[config.mk]
export PLATFORM = sky130hd
export DESIGN_NAME = cpu_run_ctrl
export DESIGN_NICKNAME = d
export VERILOG_FILES = /design/src/rtl/cpu_run_ctrl.sv
export SDC_FILE = /design/constraint.sdc
export NUM_CORES = 1
export LEC_CHECK = 0
export ABC_AREA = 1
export CAP_MARGIN = 20
export CORE_MARGIN = 2
export CORE_UTILIZATION = 47
export CTS_CLUSTER_DIAMETER = 60
export CTS_CLUSTER_SIZE = 30
export DETAILED_ROUTE_END_ITERATION = 7
export MAX_ROUTING_LAYER = met4
export PLACE_DENSITY_LB_ADDON = 0.3
export SLEW_MARGIN = 15
export SYNTH_ARGS = -nofsm -noshare
export SYNTH_HDL_FRONTEND = slang
export SYNTH_SLANG_ARGS = --single-unit
[constraint.sdc]
create_clock -name i_clk -period 2.7 [get_ports i_clk]
set_input_delay 0.54 -clock i_clk [delete_from_list [all_inputs] [get_ports i_clk]]
set_output_delay 0.54 -clock i_clk [all_outputs]
set_load 0.01 [all_outputs]
[src/rtl/cpu_run_ctrl.sv]
// ---------------------------------------------------------------------------
// cpu_run_ctrl
//
// Run/halt controller for a small CPU core. It holds the core in reset for a
// fixed number of cycles, then lets it run, halts it on stop requests,
// breakpoints, EBREAK or a watchdog timeout, and supports single stepping.
// It also keeps a saturating count of the cycles the core actually executed.
//
// Parameters
//   HOLD_CYCLES  cycles cpu_rst is held after any reset (1..255)
//   AUTO_START   1: go straight to RUN after the hold, 0: go to HALTED
//   WDOG_CYCLES  executed-cycle limit per run, 0 disables the watchdog
//
// Ports
//   i_clk         clock, all state updates on the rising edge
//   i_rst         asynchronous active-high reset
//   i_sw_rst      synchronous soft reset request (pulse)
//   i_start       resume execution request (pulse)
//   i_stop        halt request (pulse)
//   i_step        single-instruction request (pulse)
//   i_bp_en       breakpoint enable
//   i_bp_addr     breakpoint PC
//   i_pc          PC of the instruction executing this cycle
//   i_ebreak      CPU decodes EBREAK this cycle
//   o_cpu_rst     registered reset to the CPU
//   o_cpu_halt    combinational halt, 1 = CPU state frozen this cycle
//   o_running     1 while in RUN or STEP
//   o_halt_cause  0 none, 1 stop, 2 breakpoint, 3 ebreak, 4 watchdog, 5 step
//   o_cycle_cnt   executed cycles since the last reset
// ---------------------------------------------------------------------------
module cpu_run_ctrl #(
  parameter int unsigned HOLD_CYCLES = 4,
  parameter int unsigned AUTO_START  = 1,
  parameter int unsigned WDOG_CYCLES = 5000
) (
  input  logic        i_clk,
  input  logic        i_rst,
  input  logic        i_sw_rst,
  input  logic        i_start,
  input  logic        i_stop,
  input  logic        i_step,
  input  logic        i_bp_en,
  input  logic [31:0] i_bp_addr,
  input  logic [31:0] i_pc,
  input  logic        i_ebreak,
  output logic        o_cpu_rst,
  output logic        o_cpu_halt,
  output logic        o_running,
  output logic [2:0]  o_halt_cause,
  output logic [31:0] o_cycle_cnt
);

  localparam logic [1:0] ST_HOLD   = 2'd0;
  localparam logic [1:0] ST_HALTED = 2'd1;
  localparam logic [1:0] ST_RUN    = 2'd2;
  localparam logic [1:0] ST_STEP   = 2'd3;

  localparam logic [2:0] CAUSE_NONE   = 3'd0;
  localparam logic [2:0] CAUSE_STOP   = 3'd1;
  localparam logic [2:0] CAUSE_BP     = 3'd2;
  localparam logic [2:0] CAUSE_EBREAK = 3'd3;
  localparam logic [2:0] CAUSE_WDOG   = 3'd4;
  localparam logic [2:0] CAUSE_STEP   = 3'd5;

  // Terminal values of the hold and watchdog counters (both count from 0).
  localparam logic [7:0]  HOLD_LAST = 8'(HOLD_CYCLES - 1);
  localparam logic [31:0] WDOG_LAST = 32'(WDOG_CYCLES - 1);
  localparam bit          WDOG_ON   = (WDOG_CYCLES != 0);
  localparam bit          AUTO_RUN  = (AUTO_START != 0);

  logic [1:0]  r_state;
  logic [7:0]  r_hold_cnt;
  logic [31:0] r_wdog_cnt;
  logic        r_bp_skip;
  logic        r_cpu_rst;
  logic        r_running;
  logic [2:0]  r_halt_cause;
  logic [31:0] r_cycle_cnt;

  logic        w_in_run;
  logic        w_in_step;
  logic        w_bp_hit;
  logic        w_cpu_halt;
  logic        w_exec;
  logic        w_wdog_expire;
  logic        w_enter_run;
  logic [1:0]  w_next_state;
  logic [2:0]  w_next_cause;

  assign w_in_run  = (r_state == ST_RUN);
  assign w_in_step = (r_state == ST_STEP);

  // bp_skip masks the breakpoint for the first RUN cycle so that resuming
  // from a breakpoint executes the instruction sitting on bp_addr once.
  assign w_bp_hit   = w_in_run && i_bp_en && (i_pc == i_bp_addr) && !r_bp_skip;
  assign w_cpu_halt = !(w_in_run || w_in_step) || w_bp_hit;
  assign w_exec     = !w_cpu_halt && !r_cpu_rst;

  // The cycle that reaches the limit still executes; the halt follows it.
  assign w_wdog_expire = WDOG_ON && w_in_run && w_exec && (r_wdog_cnt == WDOG_LAST);

  // Next-state and halt-cause decode; soft reset overrides everything.
  always_comb begin
    w_next_state = r_state;
    w_next_cause = r_halt_cause;
    if (i_sw_rst) begin
      w_next_state = ST_HOLD;
      w_next_cause = CAUSE_NONE;
    end else begin
      case (r_state)
        ST_HOLD: begin
          if (r_hold_cnt == HOLD_LAST) begin
            w_next_state = AUTO_RUN ? ST_RUN : ST_HALTED;
            w_next_cause = CAUSE_NONE;
          end
        end
        ST_HALTED: begin
          if (i_start)     w_next_state = ST_RUN;
          else if (i_step) w_next_state = ST_STEP;
        end
        ST_RUN: begin
          if (w_bp_hit) begin
            w_next_state = ST_HALTED;
            w_next_cause = CAUSE_BP;
          end else if (i_ebreak) begin
            w_next_state = ST_HALTED;
            w_next_cause = CAUSE_EBREAK;
          end else if (i_stop) begin
            w_next_state = ST_HALTED;
            w_next_cause = CAUSE_STOP;
          end else if (w_wdog_expire) begin
            w_next_state = ST_HALTED;
            w_next_cause = CAUSE_WDOG;
          end
        end
        ST_STEP: begin
          w_next_state = ST_HALTED;
          w_next_cause = i_ebreak ? CAUSE_EBREAK : CAUSE_STEP;
        end
        default: begin
          w_next_state = ST_HOLD;
          w_next_cause = CAUSE_NONE;
        end
      endcase
    end
  end

  assign w_enter_run = (w_next_state == ST_RUN) && !w_in_run;

  // State register plus the outputs that are registered from the next state.
  always_ff @(posedge i_clk or posedge i_rst) begin
    if (i_rst) begin
      r_state      <= ST_HOLD;
      r_halt_cause <= CAUSE_NONE;
      r_cpu_rst    <= 1'b1;
      r_running    <= 1'b0;
    end else begin
      r_state      <= w_next_state;
      r_halt_cause <= w_next_cause;
      r_cpu_rst    <= (w_next_state == ST_HOLD);
      r_running    <= (w_next_state == ST_RUN) || (w_next_state == ST_STEP);
    end
  end

  // Hold counter restarts whenever HOLD is (re)entered.
  always_ff @(posedge i_clk or posedge i_rst) begin
    if (i_rst) begin
      r_hold_cnt <= 8'd0;
    end else if (i_sw_rst || (r_state != ST_HOLD)) begin
      r_hold_cnt <= 8'd0;
    end else begin
      r_hold_cnt <= r_hold_cnt + 8'd1;
    end
  end

  // Watchdog counter and breakpoint skip flag, both re-armed on entry to RUN.
  always_ff @(posedge i_clk or posedge i_rst) begin
    if (i_rst) begin
      r_wdog_cnt <= 32'd0;
      r_bp_skip  <= 1'b0;
    end else if (w_enter_run) begin
      r_wdog_cnt <= 32'd0;
      r_bp_skip  <= 1'b1;
    end else if (w_in_run) begin
      r_bp_skip <= 1'b0;
      if (w_exec) r_wdog_cnt <= r_wdog_cnt + 32'd1;
    end
  end

  // Saturating count of executed cycles.
  always_ff @(posedge i_clk or posedge i_rst) begin
    if (i_rst) begin
      r_cycle_cnt <= 32'd0;
    end else if (i_sw_rst) begin
      r_cycle_cnt <= 32'd0;
    end else if (w_exec && (r_cycle_cnt != 32'hFFFF_FFFF)) begin
      r_cycle_cnt <= r_cycle_cnt + 32'd1;
    end
  end

  assign o_cpu_rst    = r_cpu_rst;
  assign o_cpu_halt   = w_cpu_halt;
  assign o_running    = r_running;
  assign o_halt_cause = r_halt_cause;
  assign o_cycle_cnt  = r_cycle_cnt;

endmodule

Word-level counts from Yosys, hierarchy flattened
Index checks and enable logic that the tools add are counted.
{"block": "totals", "regBits": 80, "inputBits": 72, "output_inout_bits": 38, "elab_cells": 73}
{"block": "op_classes", "n_addsub": 3, "eq_ne": 11, "n_mux": 25, "reduce_logical": 26}
{"operator": "two-way mux 32 bit", "count": 5}
{"operator": "adder 32 x 1 -> 32 bit, second input constant", "count": 2}
{"operator": "== test 32 x 13 -> 1 bit, second input constant", "count": 1}
{"operator": "== test 32 bit", "count": 1}
{"operator": "inequality test 32 bit, second input constant", "count": 1}
{"operator": "two-way mux 3 bit", "count": 7}
{"operator": "two-way mux 2 bit", "count": 8}
{"operator": "one-hot mux 3 bit (3 select lines)", "count": 1}
{"operator": "adder 8 x 1 -> 8 bit, second input constant", "count": 1}
{"operator": "== test 2 bit, second input constant", "count": 4}
{"operator": "== test 8 x 2 -> 1 bit, second input constant", "count": 1}
{"operator": "logical AND 1 bit", "count": 8}
{"operator": "two-way mux 8 bit", "count": 1}
{"operator": "one-hot mux 2 bit (4 select lines)", "count": 1}
{"operator": "nonzero test 2 bit", "count": 4}
{"operator": "inequality test 6 x 4 -> 1 bit, second input constant", "count": 1}
{"operator": "zero test 1 bit", "count": 5}
{"operator": "zero test 2 bit", "count": 2}
{"operator": "logical OR 1 bit", "count": 4}
{"operator": "nonzero test 4 bit", "count": 1}
{"operator": "inequality test 3 bit, second input constant", "count": 1}
{"operator": "AND reduction 3 bit", "count": 1}
{"operator": "== test 2 x 1 -> 1 bit, second input constant", "count": 1}
{"operator": "two-way mux 1 bit", "count": 2}
{"operator": "AND reduction 2 bit", "count": 1}

Longest topological paths before layout
Gate-level depths: netlist of the first run.
{"block": "logic_depth", "ltp_word": 19, "ltp_mapped": 19, "ltp_nobuf": 18}

Least setup slack after synthesis of the first run
No wires, ideal clock.
{"block": "synth_path", "path_kind": "register -> register", "startpoint": "reg r_state[0]", "endpoint": "reg r_wdog_cnt[8]", "setup_ns": 0.113, "arrival_ns": 2.136, "t_required_ns": 2.587, "slack_ns": 0.450, "stages_incl_launch_ff": 19, "n_path_buf": 1, "period_less_slack_ns": 2.250, "cell_sequence": "dfrtp_1 inv_1 ha_1 nand2_1 nor2_1 nand2_1 nor2_1 nand3_1 nor2_2 nand3_2 nand4_2 o21bai_1 nand2_1 nand2_1 nand2_1 nand3_4 buf_6 nand2_1 inv_1"}
{"block": "synth_between", "elab_chain_len": 19}
{"element": "start, declared", "line": "71", "text": "logic [1:0] r_state;"}
{"element": "start signal, assigned", "line": "158", "text": "r_state <= w_next_state;"}
{"element": "== test 2 bit", "line": "90, 110"}
{"element": "logical AND 1 bit (3 in series)", "line": "95", "text": "assign w_bp_hit = w_in_run && i_bp_en && (i_pc == i_bp_addr) && !r_bp_skip;"}
{"element": "logical OR 1 bit", "line": "96", "text": "assign w_cpu_halt = !(w_in_run || w_in_step) || w_bp_hit;"}
{"element": "zero test 1 bit", "line": "97", "text": "assign w_exec = !w_cpu_halt && !r_cpu_rst;"}
{"element": "logical AND 1 bit", "line": "97"}
{"element": "logical AND 1 bit (2 in series)", "line": "100", "text": "assign w_wdog_expire = WDOG_ON && w_in_run && w_exec && (r_wdog_cnt == WDOG_LAST);"}
{"element": "two-way mux 2 bit", "line": "131", "text": "end else if (w_wdog_expire) begin"}
{"element": "two-way mux 2 bit", "line": "128", "text": "end else if (i_stop) begin"}
{"element": "two-way mux 2 bit", "line": "125", "text": "end else if (i_ebreak) begin"}
{"element": "two-way mux 2 bit", "line": "122", "text": "if (w_bp_hit) begin"}
{"element": "one-hot mux 2 bit (4 select lines)", "line": "110", "text": "case (r_state)"}
{"element": "two-way mux 2 bit", "line": "106", "text": "if (i_sw_rst) begin"}
{"element": "== test 2 bit", "line": "148", "text": "assign w_enter_run = (w_next_state == ST_RUN) && !w_in_run;"}
{"element": "logical AND 1 bit", "line": "148"}
{"element": "nonzero test 2 bit (no source line)"}
{"element": "AND reduction 2 bit (no source line)"}
{"element": "end signal, assigned", "line": "186", "text": "if (w_exec) r_wdog_cnt <= r_wdog_cnt + 32'd1;"}
{"element": "end, declared", "line": "73", "text": "logic [31:0] r_wdog_cnt;"}
Parallel ways exist; a longest one is shown, timed or not.
A chain may end at the register's enable or synchronous reset.

Worst setup path after layout of the first run
{"block": "layout_path", "startpoint": "reg r_state[0]", "endpoint": "out o_cpu_halt"}
{"block": "layout_between", "elab_chain_len": 5}
{"element": "== test 2 bit", "line": "90", "text": "assign w_in_run = (r_state == ST_RUN);"}
{"element": "logical AND 1 bit (3 in series)", "line": "95"}
{"element": "logical OR 1 bit (*)", "line": "96"}
{"element": "end, declared", "line": "47", "text": "output logic o_cpu_halt,"}
Every way passes the cells marked *; elsewhere a longest branch is shown, timed or not.

==> summary.txt, run 1 <==
Cells and area
  – Share of layout cells above drive strength 1: 6.423%
  – Most common cell after layout, fill and taps aside: nand2_1
  – Multi-input gate area: 2848 um^2
  – Final Instance Area: 7126 um^2
  – P&R area growth vs syn: 31.40%
  – Nets: 978
  – ANT cells: 0
  – Fill cells: 1070
  – FF+latch area: 2003 um^2
  – Most frequent cells in the layout: nand2_1 (185), inv_1 (126), clkdlybuf4s50_1 (108)

Worst setup path
  – CP Capture Type: output port
  – Crit Path Max Fanout: 4
  – Reg2reg path depth: 18
  – Worst Setup Start Kind: flop
  – WP data arrival: 1.96 ns
  – CP Class: reg2out
  – Req. time, crit path: 2.16 ns

Logic synthesis
  – Synth warn: 0
  – Syn_nets: 852
  – Register area share after synthesis: 36.94%
  – Post-Syn Area: 5423 um^2
  – Syn_area_per_cell: 7.024 um^2
  – Yosys reg bits: 80
  – Synth unique cells: 40
  – Synthesized instance count: 772

Floorplanning
  – Core Area: 11320 um^2
  – Die W: 111.4 um
  – Initial core utilization: 47.90%
  – Die Area: 12410 um^2
  – Number of I/O pins: 110
  – Row count: 39
  – Die height: 111.4 um

Clocking
  – Root Driver: clkbuf_16
  – Worst-Skew Late Latency: 0.34 ns
  – Post-CTS setup buffers: 0
  – # H-tree levels: 3
  – Clock Pin Slew Worst Setup and Hold Paths: 0.06 ns
  – Clock Sinks: 80
  – # hold bufs at CTS: 0
  – Num CTS Buffers: 9
  – Clock buffer depth: 2
  – CTS tree: built

Pwr
  – Pwr Density: 469.1 nW/um^2
  – Static Leakage: 0.003336 uW
  – Peak VDD IR: 0.3557 mV
  – PnR Total Power: 3343 uW

GRT
  – Initial antenna violation count: 0
  – Grt ovf: 0
  – First-pass GRT wire length: 23130 um
  – Largest net degree at the start of global routing: 61
  – Total GRT Usage: 23.11%
  – Number of global-route vias before repair: 5027

Run status
  – Status: finished clean

Place
  – Number of port buffers: 109
  – Worst slack at placement: -0.1165 ns
  – Placer Congestion: 0.9131
  – Placed instance area: 6804 um^2
  – Post-DP HPWL: 10370 um

Routing
  – Aggregate routed wire length: 13350 um
  – Detail Route Antenna Nets: 0
  – Initial drt markers: 312
  – DRC: 0
  – DR vias: 5213
  – Via/cell ratio: 4.984
  – DR pass1 iterations: 5
  – Average wire per standard cell: 12.77 um

STA
  – RSZ-0062 raised after global routing: false
  – Final period utilization: 92.73%
  – Clock Skew: 0.006234 ns
  – Minimum clock period: 2.504 ns
  – Slew Viols, Final: 0
  – Final-report hold violation count: 0
  – Worst-margin pin slew: 0.5252 ns
  – Setup violators final: 0
  – Final WS setup: 0.1963 ns
  – Max-slew headroom: 64.66%
  – FMAX: 399.4 MHz

Job
  – Max Cap Viol: 0

Worst hold path
  – Hold crit path type: reg2reg
  – WHS Path Cells: 1
==> logic make-up (layout without fill, tap and decap cells) <==
group           after synthesis  after routing  share of synthesized area [%]
compound gates               64             64                          6.922
fa+ha+maj                     8              8                          1.846
flops                        80             80                          36.94
xor+xnor                     62             62                          10.01
simple gates                413            413                          33.50
buf+inv                     145            276                          10.78
==> power by group <==
part	internal (uW)	leakage, uW	switching (uW)
clock	811	0.000160	499
combinational	334	0.00207	383
sequential	1270	0.00111	48.7
==> layout make-up <==
| cell class | instances | share of cell area, % |
|---|---|---|
| Timing Repair Buffer | 131 | 18.14 |
| Clock inverter | 7 | 1.299 |
| Sequential cell | 80 | 28.11 |
| Inverter | 129 | 6.813 |
| Multi-Input combinational cell | 547 | 39.96 |
| Clock buffer | 9 | 3.161 |
| Tap cell | 143 | 2.511 |
==> repair_timing <==
item | in CTS | in global routing
endpoints found under the hold margin | 0 | 0
pin swaps | 1 | 0
gates resized for setup | 2 | 1
setup endpoints to repair | 1 | 2
==> state kept, by name, indices dropped and copies added, names as in the netlist <==
register	count
o_cycle_cnt	32
r_wdog_cnt	32
o_cpu_rst	1
o_halt_cause	3
o_running	1
r_bp_skip	1
r_hold_cnt	8
r_state	2
==> worst paths after layout <==
path	from	end	slack [ns]
worst max-delay path	r_state[0]$_DFF_PP0_	o_cpu_halt	0.20
worst min-delay path	r_hold_cnt[0]$_DFF_PP0_	r_hold_cnt[0]$_DFF_PP0_	0.48
worst max register to register	r_state[0]$_DFF_PP0_	r_wdog_cnt[18]$_DFFE_PP0P_	0.28
worst min register to register	r_hold_cnt[0]$_DFF_PP0_	r_hold_cnt[0]$_DFF_PP0_	0.48
max in group asynchronous	i_rst	o_cycle_cnt[23]$_DFFE_PP0P_	1.58
min in group asynchronous	i_rst	o_halt_cause[1]$_DFFE_PP0P_	0.50
==> metal layers <==
metal	part of all wire (%)	track usage (%)
met2	51	40.41
met1	44	28.14
met5	0	-
met4	1.2	5.267
met3	4.1	3.919
==> through the flow <==
step           setup TNS [ns]  utilization, %  std cells  hold WS [ns]
2_1_floorplan               0               -        772        0.4329
3_3_place_gp          -0.7173           60.10       1030        0.4573
3_5_place_dp           -2.389           60.10       1030        0.4632
4_1_cts                     0           62.92       1046        0.4778
5_1_grt                     0           62.94       1046        0.5087
6_report                    0           62.94       1046        0.4801
==> cells in the mapped netlist (all sizes together) <==
library cell | count | area [um^2]
nand2 | 188 | 710.7
inv | 129 | 484.2
nor2 | 107 | 406.6
dfrtp | 79 | 1977
nand3 | 39 | 212.7
o21ai | 36 | 183.9
xor2 | 36 | 315.3
nand4 | 31 | 200.2
nor3 | 27 | 145.1
xnor2 | 26 | 227.7
buf | 12 | 85.08
a21oi | 11 | 66.32
nor4 | 10 | 62.56
o31ai | 9 | 67.56
ha | 8 | 100.1
a31oi | 4 | 25.02
clkbuf | 4 | 15.01
nand3b | 4 | 30.03
nor3b | 4 | 30.03
a211oi | 1 | 7.510
a31o | 1 | 8.760
a41oi | 1 | 8.760
and3 | 1 | 6.260
dfstp | 1 | 26.28
o21bai | 1 | 7.510
or2 | 1 | 6.260
or3 | 1 | 6.260
==> worst max-delay path, stage by stage, from the launching register on <==
cell and delay, ns:
dfrtp_1 0.41, inv_1 0.08, ha_1 0.19, nand2_1 0.06, nor2_1 0.08, nand2_1 0.05
nor2_1 0.07, nand3_1 0.10, nor2_2 0.17, nand3_2 0.10, nand2_1 0.06, dlygate4sd2_1 0.27
(Power assumes the default switching activity.)
==> run 2, diff against run 1 <==
Settings changed: CORE_UTILIZATION 47 to 35.
==> run 2 against run 1 <==
Clock-buffer cell count unchanged; highest routed layer unchanged; cell area is 2.8% higher; total power is 2.8% higher; via count is 0.19% lower; largest power group unchanged.
==> summary.txt, run 2 (same netlist as run 1, synthesis figures left out) <==
Run status
  – Status: finished clean

Worst setup path
  – CP Capture Type: output port
  – CP dominant cell by count: nand2_1
  – WP data arrival: 1.98 ns
  – Worst Path Buf+Inv: 2
  – CP Cell Sequence: clkdlybuf4s50_1, xnor2_1, nand2_1, nor2_1, nand2_1, nor2_2, nand3_2, nand2_1, dlygate4sd2_1
  – Worst Setup Start Kind: input port
  – Worst R2R Setup Slack: 0.27 ns
  – Crit Path Max Fanout: 2
  – Slowest cell on crit path: clkdlybuf4s50_1
  – Req. time, crit path: 2.16 ns
  – Worst path top cell family by delay: buffers and inverters
  – Max incr delay on CP: 0.49 ns
  – CP Class: in2out

Routing
  – DR vias: 5203
  – DRC: 0
  – Average wire per standard cell: 12.73 um
  – Initial drt markers: 349
  – Aggregate routed wire length: 13990 um
  – DR pass1 iterations: 4
  – Via/cell ratio: 4.734
  – Detail Route Antenna Nets: 0

Floorplanning
  – Initial core utilization: 35.80%
  – Core Area: 15150 um^2
  – Number of I/O pins: 110
  – Die W: 128.5 um
  – Die height: 128.5 um
  – Row count: 45
  – Die Area: 16500 um^2

Clocking
  – Root Driver: clkbuf_16
  – Clock Sinks: 80
  – # H-tree levels: 3
  – CTS tree: built
  – Clock Pin Slew Worst Setup and Hold Paths: 0.06 ns
  – Clock buffer depth: 2
  – Num CTS Buffers: 9
  – # hold bufs at CTS: 0
  – Worst-Skew Late Latency: 0.34 ns

Pwr
  – Static Leakage: 0.003385 uW
  – Pwr Density: 469.3 nW/um^2
  – Peak VDD IR: 0.3023 mV

Cells and area
  – Most common cell after layout, fill and taps aside: nand2_1
  – Non-Filler Instances: 1099
  – ANT cells: 0
  – Most frequent cells in the layout: nand2_1 (185), inv_1 (125), clkdlybuf4s50_1 (108)
  – P&R area growth vs syn: 35.03%
  – Nets: 986
  – Share of layout cells above drive strength 1: 7.684%
  – Fill cells: 1475

STA
  – Minimum clock period: 2.517 ns
  – Max-slew headroom: 61.43%
  – Clock Skew: 0.005838 ns
  – Setup TNS: 0 ns
  – Worst-margin pin slew: 0.5779 ns
  – Slew Viols, Final: 0
  – Final-report hold violation count: 0
  – Final period utilization: 93.21%
  – FMAX: 397.3 MHz
  – Setup violators final: 0

GRT
  – Grt ovf: 0
  – Number of global-route vias before repair: 4945
  – Global routing usage on met2: 31.35%
  – First-pass GRT wire length: 23380 um
  – M1 GR Usage: 21.51%
  – Initial antenna violation count: 0
  – M3 GR Usage: 3.243%
  – Total GRT Usage: 18.06%
  – Largest net degree at the start of global routing: 40
  – Gr busiest metal: met2

Place
  – Number of port buffers: 109
  – Placer Congestion: 0.9434
  – Post-DP HPWL: 11010 um
  – Dpl cells: 1080

Job
  – Max Cap Viol: 0

Worst hold path
  – Hold crit path type: reg2reg
-- run 2: stage by stage --
stage | util, % | worst slack, ns | power [uW] | area, um^2 | hold WS, ns
finish | 48.34 | 0.1832 | 3436 | 7322 | 0.4549
global route | 48.34 | -0.009513 | 3629 | 7322 | 0.4836
CTS | 47.91 | 0.09585 | 3438 | 7257 | 0.4610
detailed placement | 45.71 | -0.1762 | 2119 | 6923 | 0.4526
global placement | 45.71 | -0.1279 | 2112 | 6923 | 0.4506
floorplan | - | 0.1099 | 1755 | 5423 | 0.4329
-- run 2: layout make-up --
class                      instances  area [um^2]  area share, %
sequential                        80         2003          27.36
multi-input combinational        547         2879          39.32
tap                              188        235.2          3.213
clock inverter                     7        95.09          1.299
timing repair buffer             139         1399          19.10
clock buffer                       9        225.2          3.076
inverter                         129        485.5          6.630
-- run 2: repair_timing --
action	CTS	global route
setup buffers	1	1
pin swaps	1	5
gates cloned	0	1
setup endpoints to repair	1	32
resized for setup	2	8
-- run 2: path summary, 6_finish.rpt --
kind / depth (start not counted) / from / endpoint
setup / recovery: 9 / i_pc[15] / o_cpu_halt
hold / removal: 1 / r_hold_cnt[0]$_DFF_PP0_ / r_hold_cnt[0]$_DFF_PP0_
setup reg to reg: 20 / r_state[0]$_DFF_PP0_ / r_wdog_cnt[17]$_DFFE_PP0P_
hold reg to reg: 1 / r_hold_cnt[0]$_DFF_PP0_ / r_hold_cnt[0]$_DFF_PP0_
max in group asynchronous: 3 / i_rst / o_cpu_rst$_DFF_PP1_
min in group asynchronous: 2 / i_rst / o_cycle_cnt[3]$_DFFE_PP0P_
-- run 2: layer usage --
| metal | part of all wire [%] | routed length, um |
|---|---|---|
| met4 | 1.8 | 251 |
| met5 | 0 | 0 |
| met3 | 3.1 | 431 |
| met2 | 50 | 7022 |
| met1 | 45 | 6285 |
-- run 2: power by group --
group          switching [uW]  internal, uW
combinational             416           395
clock                     495           811
sequential               51.9          1270
==> run 3, diff against run 2 <==
Settings changed: CORE_UTILIZATION 35 to 47, CTS_CLUSTER_SIZE 30 to not set.
==> results of run 3 <==
The final DEF is identical to that of run 1; final timing and power are the same.
==> RTL edit (config.mk and constraints of run 1) <==
Add an input register stage for `i_pc`, cleared by the reset; this delays it by one clock. The other inputs are not delayed to match. Comments in the files are not updated.
--- a/src/rtl/cpu_run_ctrl.sv
+++ b/src/rtl/cpu_run_ctrl.sv
@@ -69,4 +69,14 @@
   localparam bit          AUTO_RUN  = (AUTO_START != 0);
 
+  logic [31:0] i_pc_q;
+
+  always_ff @(posedge i_clk or posedge i_rst) begin
+    if (i_rst) begin
+      i_pc_q <= '0;
+    end else begin
+      i_pc_q <= i_pc;
+    end
+  end
+
   logic [1:0]  r_state;
   logic [7:0]  r_hold_cnt;
@@ -93,5 +103,5 @@
   // bp_skip masks the breakpoint for the first RUN cycle so that resuming
   // from a breakpoint executes the instruction sitting on bp_addr once.
-  assign w_bp_hit   = w_in_run && i_bp_en && (i_pc == i_bp_addr) && !r_bp_skip;
+  assign w_bp_hit   = w_in_run && i_bp_en && (i_pc_q == i_bp_addr) && !r_bp_skip;
   assign w_cpu_halt = !(w_in_run || w_in_step) || w_bp_hit;
   assign w_exec     = !w_cpu_halt && !r_cpu_rst;
Behaviour: not the same (Yosys sat finds a counterexample within 10 cycles, from zero or initial values and one cycle with i_rst high).
==> RTL edit against run 1 <==
Worst setup slack got worse by 0.0036 ns. Synthesized cell count rose by 11%. Global-route usage fell by 0.47 points. Sequential cell count rose by 32. Routed wire length rose by 16%. Final area rose by 18%. Power rose by 18%. Synthesized area rose by 20%. Maximum frequency fell by 0.14%.
==> RTL edit: results (changes against run 1) <==
----------------------------------------------------
[Global route]
  Combined global-route utilization of all metal layers ... 0.226 (-0.00471)
  Met3 GRT Util ... 0.0435 (+0.00434)
  GRT met2 Usage ... 0.393 (-0.0108)
  Pin count of the biggest net entering global routing ... 91 (+49%)
  Grt met1 use ... 0.270 (-0.0114)
  Global-route wire length before repair ... 25.9 mm (+12%)
  Vias in the first global route ... 5661 (+13%)

[STA]
  Final WS setup ... 0.193 ns (-0.00359 ns)
  Clock Skew ... 0.00649 ns (+0.000257 ns)
  Worst-margin pin slew ... 0.506 ns (-0.0195 ns)
  Tightest hold margin ... 0.460 ns (-0.0200 ns)

[Clock tree]
  Number of gates resized after CTS ... 3 (+1)
  Buffer depth of the longest clock path ... 2 (unchanged)

[Synth]
  Net count after synthesis ... 939 (+10%)
  Top post-synthesis cells by area ... dfrtp_1 43%, nand2_1 12%, inv_1 6.5%
  Netlist cell types ... 42 (+5.0%)
  Mean instance size in the synthesized netlist ... 7.57 µm² (+7.8%)
  Sequential fraction of the synthesis area ... 0.431 (+0.0616)
  Top cells by count, synth ... 204 x nand2_1, 112 x inv_1, 111 x dfrtp_1, 100 x nor2_1, 60 x nand3_1
  Primary FF master, synth ... dfrtp_1
  YS warnings ... 0 (unchanged)

[Routing]
  Total iterations of the first detailed-routing run ... 6 (+1)
  DRC errors left ... 0 (unchanged)
  Via count ... 5962 (+14%)
  Met2 routed WL ... 7.83 mm (+15%)
  Number of vias per cell ... 5.00 (+0.28%)
  Met3 Wirelength ... 676 µm (+25%)
  Avg WL per Cell ... 13.0 µm (+1.5%)
  Wire length the detailed router placed on met1 ... 6.65 mm (+14%)
  1st-iter DRT viols ... 376 (+21%)

[Power]
  Power in combinational cells ... 854 µW (+19%)
  Switching power share of the total ... 0.278 (-0.000371)
  Max VDD drop ... 293 µV (-18%)
  Lkg Pwr ... 4.03 nW (+21%)
  Pwr dens ... 469 nW/µm² (about the same)
  Fraction of power consumed by sequential logic ... 0.460 (+0.066)

[Run status]
  Result of the run ... finished, final reports clean

[Critical path]
  Critical R2R Capture ... o_cycle_cnt[21]
  Cell at the slowest stage of the critical path ... clkdlybuf4s50_1
  Delay of the slowest cell on the worst path ... 0.48 ns (+0.07 ns)
  Critical path peak fanout ... 3 (-1)
  Setup crit start ... i_bp_addr[31]
  Type of element launching the critical path ... input port
  Flop2flop setup slack ... 0.30 ns (+0.02 ns)
  Worst reg2reg path depth ... 12 (-6)
  Critical register-to-register path startpoint ... o_cycle_cnt[1]

[Final layout]
  Layout filler cell count ... 1177 (+10%)
  Net count, final ... 1092 (+12%)
  Share of cells above drive strength 1 ... 0.126 (+0.0616)
  Util after Layout ... 0.630 (about the same)

[Place]
  Routability Congestion ... 0.944 (+3.4%)
  Setup WS pre-CTS ... -0.273 ns (-0.157 ns)
  Total placed instance area ... 8150 µm² (+20%)
  Detailed placer's ending HPWL ... 12.0 mm (+16%)

[Hold path]
  Hold Path Cell Cnt ... 1 (unchanged)

----------------------------------------------------
[RTL edit: cell count changes in the layout (fill, tap and decap cells not counted), moves of 16 or more]
| cell | run 1 | this run |
|---|---|---|
| inv_2 | 2 | 28 |
| inv_1 | 126 | 110 |
| dfrtp_1 | 79 | 111 |
| nand3_1 | 37 | 60 |
| a21oi_1 | 10 | 27 |
| nand2_1 | 185 | 204 |
| buf_4 | 19 | 45 |
[RTL edit: cell families after synthesis]
logic type | count (synthesis) | synth area share
buffers and inverters | 156 | 0.0950
AO/OA/AOI/OAI | 67 | 0.0614
flip-flops | 112 | 0.431
AND/OR/NAND/NOR | 476 | 0.343
adder cells (fa/ha/maj) | 8 | 0.0154
XOR/XNOR | 40 | 0.0539
[RTL edit: area by class of cell]
class	instances	area share
Multi-Input combinational cell	591	0.366
Sequential cell	112	0.332
Timing Repair Buffer	158	0.178
Inverter	140	0.0633
Clock buffer	14	0.0325
Tap cell	176	0.0261
Clock inverter	2	0.00148
